## src/rtl/uart_tx_arbiter.sv

```systemverilog
// rtl/uart_tx_arbiter.sv - round-robin packet-locking byte arbiter feeding one UART TX; lock timeout compiled in by UART_TX_ARBITER_TIMEOUT_EN
module uart_tx_arbiter #(
    parameter int NumReq        = 2,
    parameter int LockOnPacket  = 1,
    parameter int TimeoutCycles = 1024
) (
    input  logic                  clk_i,
    input  logic                  rst_i,
    input  logic [NumReq-1:0]     req_valid_i,
    input  logic [8*NumReq-1:0]   req_data_i,
    input  logic [NumReq-1:0]     req_last_i,
    output logic [NumReq-1:0]     req_ready_o,
    output logic                  tx_valid_o,
    output logic [7:0]            tx_data_o,
    input  logic                  tx_ready_i,
    output logic [NumReq-1:0]     grant_o,
    output logic                  timeout_o
);

    localparam int              IdxW    = (NumReq > 1) ? $clog2(NumReq) : 1;
    localparam logic [IdxW:0]   NumReqW = (IdxW + 1)'(NumReq);
    localparam logic [IdxW-1:0] LastIdx = IdxW'(NumReq - 1);

    localparam logic [0:0] ST_IDLE   = 1'b0;
    localparam logic [0:0] ST_LOCKED = 1'b1;

    logic [0:0]      state;
    logic [IdxW-1:0] owner;
    logic [IdxW-1:0] ptr;
    logic [IdxW-1:0] pick_idx;
    logic [IdxW-1:0] next_ptr;
    logic [IdxW:0]   cand;
    logic            pick_found;
    logic            locked;
    logic            xfer;
    logic            pkt_done;
    logic            timeout_hit;
    logic            release_now;

    // First valid requester at or after the rotating pointer, wrapping.
    always_comb begin
        pick_found = 1'b0;
        pick_idx   = '0;
        cand       = '0;
        for (int i = 0; i < NumReq; i++) begin
            cand = {1'b0, ptr} + (IdxW + 1)'(i);
            if (cand >= NumReqW) begin
                cand = cand - NumReqW;
            end
            if (!pick_found && req_valid_i[cand[IdxW-1:0]]) begin
                pick_found = 1'b1;
                pick_idx   = cand[IdxW-1:0];
            end
        end
    end

    assign locked = (state == ST_LOCKED);

    always_comb begin
        req_ready_o = '0;
        grant_o     = '0;
        tx_valid_o  = 1'b0;
        tx_data_o   = 8'h00;
        if (locked) begin
            tx_valid_o         = req_valid_i[owner];
            tx_data_o          = req_data_i[{owner, 3'b000} +: 8];
            req_ready_o[owner] = tx_ready_i;
            grant_o[owner]     = 1'b1;
        end
    end

    assign xfer        = tx_valid_o && tx_ready_i;
    assign pkt_done    = xfer && ((LockOnPacket == 0) || req_last_i[owner]);
    assign next_ptr    = (owner == LastIdx) ? '0 : owner + 1'b1;
    assign release_now = pkt_done || timeout_hit;

`ifdef UART_TX_ARBITER_TIMEOUT_EN
    localparam int              CntW    = $clog2(TimeoutCycles + 1);
    localparam logic [CntW-1:0] CntLast = CntW'(TimeoutCycles - 1);

    logic [CntW-1:0] idle_cnt;

    // Fires on the TimeoutCycles-th consecutive locked cycle without a transfer.
    assign timeout_hit = locked && !xfer && (idle_cnt == CntLast);

    always_ff @(posedge clk_i) begin
        if (rst_i) begin
            idle_cnt  <= '0;
            timeout_o <= 1'b0;
        end else begin
            timeout_o <= timeout_hit;
            if (!locked || xfer || timeout_hit) begin
                idle_cnt <= '0;
            end else begin
                idle_cnt <= idle_cnt + 1'b1;
            end
        end
    end
`else
    assign timeout_hit = 1'b0;
    assign timeout_o   = 1'b0;
`endif

    // Release and grant are separate states, so owners are always split by an idle cycle.
    always_ff @(posedge clk_i) begin
        if (rst_i) begin
            state <= ST_IDLE;
            owner <= '0;
            ptr   <= '0;
        end else begin
            case (state)
                ST_IDLE: begin
                    if (pick_found) begin
                        state <= ST_LOCKED;
                        owner <= pick_idx;
                    end
                end
                ST_LOCKED: begin
                    if (release_now) begin
                        state <= ST_IDLE;
                        ptr   <= next_ptr;
                    end
                end
                default: state <= ST_IDLE;
            endcase
        end
    end

endmodule

```

## config.mk

```make
export PLATFORM = sky130hd
export DESIGN_NAME = uart_tx_arbiter
export DESIGN_NICKNAME = d
export VERILOG_FILES = /design/src/rtl/uart_tx_arbiter.sv
export SDC_FILE = /design/constraint.sdc
export NUM_CORES = 1
export LEC_CHECK = 0
export BUFFER_PORTS_ARGS = -buffer_cell sky130_fd_sc_hd__buf_2
export CORE_AREA = 2 2 39 41
export DETAILED_ROUTE_END_ITERATION = 10
export DIE_AREA = 0 0 41 43
export PLACE_DENSITY = 0.67
export SYNTH_ARGS = -nofsm -noshare
export SYNTH_HDL_FRONTEND = slang
export SYNTH_SLANG_ARGS = --single-unit
```

## constraint.sdc

```tcl
create_clock -name clk_i -period 1.1 [get_ports clk_i]
set_input_delay 0.275 -clock clk_i [delete_from_list [all_inputs] [get_ports clk_i]]
set_output_delay 0.275 -clock clk_i [all_outputs]
set_load 0.1 [all_outputs]
```

# ---- Word level (Yosys, flattened, before mapping)
# Cells that the tools add are included.
dict set report classes {
  bitwise 2
  n_mux 24
  shift 1
  n_lt_le_gt_ge 6
  addsub 4
  reduce_logical 7
}
# operator count
set ops {}
lappend ops {{$mux W1} 19}
lappend ops {{$shiftx A16 B5 Y8} 1}
lappend ops {{$mux W8} 1}
lappend ops {{$lt A1 B2 Y1 const B} 3}
lappend ops {{$logic_and A1 B1 Y1} 4}
lappend ops {{$mux W2} 2}
lappend ops {{$reduce_and A2 Y1} 2}
lappend ops {{$add A1 B1 Y2 const B} 1}
lappend ops {{$and A2 B2 Y2} 1}
lappend ops {{$ge A1 B2 Y1 const B} 1}
lappend ops {{$ge A2 B2 Y1 const B} 1}
lappend ops {{$pmux W1 S2} 1}
lappend ops {{$sub A1 B1 Y1 const B} 2}
lappend ops {{$add A1 B1 Y1 const B} 1}
lappend ops {{$demux W1 S1} 1}
lappend ops {{$ge A1 B1 Y1 const B} 1}
lappend ops {{$logic_not A1 Y1} 1}
lappend ops {{$not A1 Y1} 1}
dict set report totals {
  out_inout_bits 14
  input_bits 23
  reg_bits 3
  word_cells 47
}

# ---- Longest topological paths before layout
dict set report depth {
  depth_word 10
  depth_mapped 4
  ltp_nobuf 3
}

# ---- Worst setup path after synthesis
# OpenSTA, ideal clock, no wires.
dict set report synth_path {
  path_type {register to output}
  start {reg owner}
  end {out tx_data_o[1]}
  required_time_ps 825
  path_stages_with_launch 5
  t_arrival_ps 1969
  path_slack_ps -1144
  path_buffers 2
  path_cell_list {dfxtp_1 > buf_4 > buf_4 > mux2i_1 > nor2_1}
}
dict set report synth_between {
  elab_chain_cells 2
}
# item line
set synth_rtl {}
lappend synth_rtl {{start: declaration} 28} ;# logic [IdxW-1:0] owner;
lappend synth_rtl {{start signal: assignment} 115} ;# owner <= pick_idx;
lappend synth_rtl {{$shiftx A16 B5 Y8} 66} ;# tx_data_o = req_data_i[{owner, 3'b000} +: 8];
lappend synth_rtl {{$mux W8} 64} ;# if (locked) begin
lappend synth_rtl {{end: declaration} 14} ;# output logic [7:0] tx_data_o,
# Every way passes these cells.

# ---- Worst setup path in the final report
dict set report layout_path {
  start {reg owner}
  end {out tx_data_o[4]}
}
# The elaborated chain is that of the path after synthesis.

==> flow_results.org <==
** GRT
- Across every metal layer, demand over resource in global routing totals 0.1709.
- Vias in the first global route :: 497
- Largest net degree at the start of global routing :: 9
- Antenna violations before repair :: 0
- First-pass GRT wire length :: roughly 2000 um
- GRT Residual Overflow :: 0

** Power
- The share of total power dissipated in the clock network is 0.188.
- Leakage component of the power :: ~0.41 nW
- In this run the power density over the cells is between 900 and 1000 nW/um^2.
- VDD IR max :: 0.0007726 V
- Net load switching power :: ~0.47 mW
- Internal power contribution :: around 0.53 mW
- Sequential Power Share :: 0.124
- Post-layout total power :: 0.9992 mW
- Switching power as a share of total power :: 0.4689
- The share of total power dissipated in combinational logic is 0.688.

** Synth
- Total number of yosys warnings :: 0
- By count the netlist is led by 12 x sky130_fd_sc_hd__nor2_1, 9 x sky130_fd_sc_hd__mux2i_1, 3 x sky130_fd_sc_hd__buf_4, 3 x sky130_fd_sc_hd__dfxtp_1, 3 x sky130_fd_sc_hd__inv_1.
- Of all flip-flops after synthesis, the portion carrying an async set or reset was 0.
- sky130_fd_sc_hd__nor2_1 is the most common cell in the netlist.
- Most instantiated flip-flop cell in the synthesis netlist :: sky130_fd_sc_hd__dfxtp_1
- Yosys mapped the design onto 18 distinct sky130hd cell types.
- Syn Std Cell Area :: 324.1 um^2
- Syn Inst Count :: 45
- Counting flops with a built-in enable in the synthesized netlist gives 0.
- Synthesis inferred 3 register bits.
- In this run the mean area of a mapped cell was 7.201 um^2.
- Of the total synthesized cell area, the portion taken by AND, OR, NAND and NOR gates is 0.2819.
- The share of the Yosys chip area taken by registers is 0.1853.
- Of the total synthesized cell area, the portion taken by full adders, half adders and majority gates is 0.
- Post-synthesis compound-gate area fraction :: 0.1274
- After synthesis, the share of cell area in mux cells is 0.2780.
- Area leader, netlist :: sky130_fd_sc_hd__mux2i_1
- Area share of xor/xnor cells in the synthesized design :: 0
- Leading post-synthesis cells by cell area :: sky130_fd_sc_hd__mux2i_1 28%, sky130_fd_sc_hd__dfxtp_1 19%, sky130_fd_sc_hd__nor2_1 14%
- Combinational family with the most area after synthesis :: simple AND/OR/NAND/NOR gates
- The number of nets handed over by synthesis was 68.
- Of the post-synthesis cell area, the dominant cell type holds 0.2780.

** Clock network
- The clock drives 3 sinks.
- After clock tree synthesis, the flow added hold-fix buffers numbering 0.
- Clock slew at reported path FFs :: approximately 0.040 ns
- Clock tree from TritonCTS :: built
- H-tree level count :: 1
- Clock tree synthesis selected as its root buffer the cell sky130_fd_sc_hd__clkbuf_4.
- In this run, CTS created clock tree buffers numbering 3.
- Clock latency at the later pin of the worst-skew pair :: ~0.23 ns
- Counting along the longest clock path gives a buffer depth of 2.

** STA
- In the final timing run, aggregate negative setup slack is -4.797 ns.
- Top achievable clock speed :: 664.0 MHz
- Setup slack after layout :: -0.4060 ns
- Skew final :: between 0.0005 and 0.0006 ns
- Worst hold margin :: 0.2670 ns
- Setup violations remaining at the end of the flow were counted as 14.
- Final Cycle Share :: 1.369
- Minimum clock period :: approximately 1.5 ns
- Final Hold Violating Endpoints :: 0
- The max-slew violation count came to 0.
- Setup repair after global routing could not meet its margin everywhere.

** Route
- Via-to-Cell Ratio :: 4.651
- The pre-antenna-repair detailed-routing pass consisted of 2 iterations.
- Top layer used by detailed routing :: met3
- Final routed wirelength across all metal layers :: 1335 um
- In the final routed layout, each cell accounts on average for around 13 um.
- In the detailed route, the total length drawn on met2 is 835 um.
- Initial DRC Count :: 2
- Summed over all nets, wire length on met3 after detailed routing comes to 74 um.
- Post-route DRC :: 0
- Met1 wire length :: around 430 um
- Total via count in the routed design :: 493
- The count of nets left with antenna violations once routing finished came out at 0.

** Placed design
- Timing analysis after detailed placement gives a worst setup slack of -0.2581 ns.
- In this run the tool buffered the top-level ports with 35 buffer cells.
- In this run, placement finished with an instance count of 100.
- DP Area :: approximately 870 um^2
- Placed wire-length estimate after detailed placement :: a little under 1000 um
- At the end of routability-driven placement, the weighted congestion stood at roughly 0.7.

** Die
- Area of the core region :: approximately 1400 um^2
- Effective utilization at floorplan :: 0.2342
- Count of boundary I/O pins :: 37
- Die outline width :: approximately 40 um
- Row generation in the floorplan step produced 14 rows.
- The floorplan step defined a die boundary enclosing approximately 1800 um^2.
- Die extent in y :: ~43 um

** Setup path
- The worst setup path is captured at a primary output.
- Setup crit start kind :: flop
- Endpoint required time on the critical path :: 0.82 ns
- Largest fanout on the critical path :: 8
- Path type of the worst setup path :: flop to primary output
- Arrival @ worst endpoint :: around 1.2 ns

** Final layout
- Measured on the finished design, the core utilization comes to 0.7514.
- Number of diodes added for antenna fixing :: 0
- Final design area excluding fillers :: 1040 um^2
- In the final layout, the share of cells above drive strength 1 is 0.8333.
- For this run, the number of standard cells in the final layout without fillers is 106.
- For this run, the post-layout net count is 114.
- Relative to the synthesized area, the layout overhead comes to 220.9%.

** Min path
- Hold crit path type :: input port to flop

** Outcome
- The run finished, with violations left.
- Failing checks :: negative setup slack

** Job
- Max-capacitance violation count :: 0
==> critical path, cell delays in order, from the launching register on <==
cell	delay, ns
sky130_fd_sc_hd__dfxtp_4	0.35
sky130_fd_sc_hd__buf_12	0.15
sky130_fd_sc_hd__mux2i_4	0.27
sky130_fd_sc_hd__nor2_4	0.06
sky130_fd_sc_hd__buf_12	0.16
==> layout make-up <==
| cell class | instances | area [um^2] |
|---|---|---|
| clock buffer | 4 | 26.28 |
| fill | 101 | 344.1 |
| inverter | 3 | 11.26 |
| multi-input combinational | 35 | 424.2 |
| sequential | 3 | 67.56 |
| tap | 16 | 20.02 |
| timing repair buffer | 45 | 490.5 |
==> layer usage <==
metal | track usage | vias to the layer above
li1 | - | 242
met1 | 0.1613 | 230
met2 | 0.3344 | 21
met3 | 0.03665 | 0
met4 | 0.04000 | 0
met5 | 0 | -
==> power groups by stage <==
| stage | combinational (mW) | clock, mW | sequential (mW) |
|---|---|---|---|
| global route | 0.711 | 0.207 | 0.125 |
| detailed placement | 0.611 | 0 | 0.125 |
| finish | 0.688 | 0.188 | 0.124 |
| CTS | 0.686 | 0.196 | 0.125 |
| floorplan | 0.394 | 0 | 0.123 |
| global placement | 0.605 | 0 | 0.124 |
==> flip-flops by register name, indices dropped and copies added (netlist names) <==
signal and count:
ptr 1, owner 1, locked 1
==> layout by cell type, fill, tap and decap left out, types with 2 or more instances in the layout <==
master and n:
sky130_fd_sc_hd__buf_12 16, sky130_fd_sc_hd__buf_2 22, sky130_fd_sc_hd__mux2i_4 9, sky130_fd_sc_hd__dfxtp_4 2, sky130_fd_sc_hd__buf_6 2, sky130_fd_sc_hd__nor2_4 11, sky130_fd_sc_hd__clkbuf_4 3, sky130_fd_sc_hd__inv_1 2
sky130_fd_sc_hd__o21ai_0 2, sky130_fd_sc_hd__buf_4 5
==> final timing paths <==
path	start	endpoint	slack (ns)	cells past startpoint
worst max-delay path	owner	tx_data_o[4]	-0.41	4
worst min-delay path	rst_i	locked	0.27	2
worst max register to register	owner	ptr	-0.11	5
worst min register to register	locked	locked	0.50	1
==> logic make-up after synthesis <==
family	after synthesis
compound gates	6
buf+inv	7
flops	3
mux	9
other cells	1
simple gates	19
==> repair_timing <==
item                                   CTS  global route
setup buffers                            2             0
gates resized for setup                 23             1
setup endpoints to repair               14            15
endpoints found under the hold margin    0             0
pin swaps                               11             0
(Power assumes the default switching activity.)
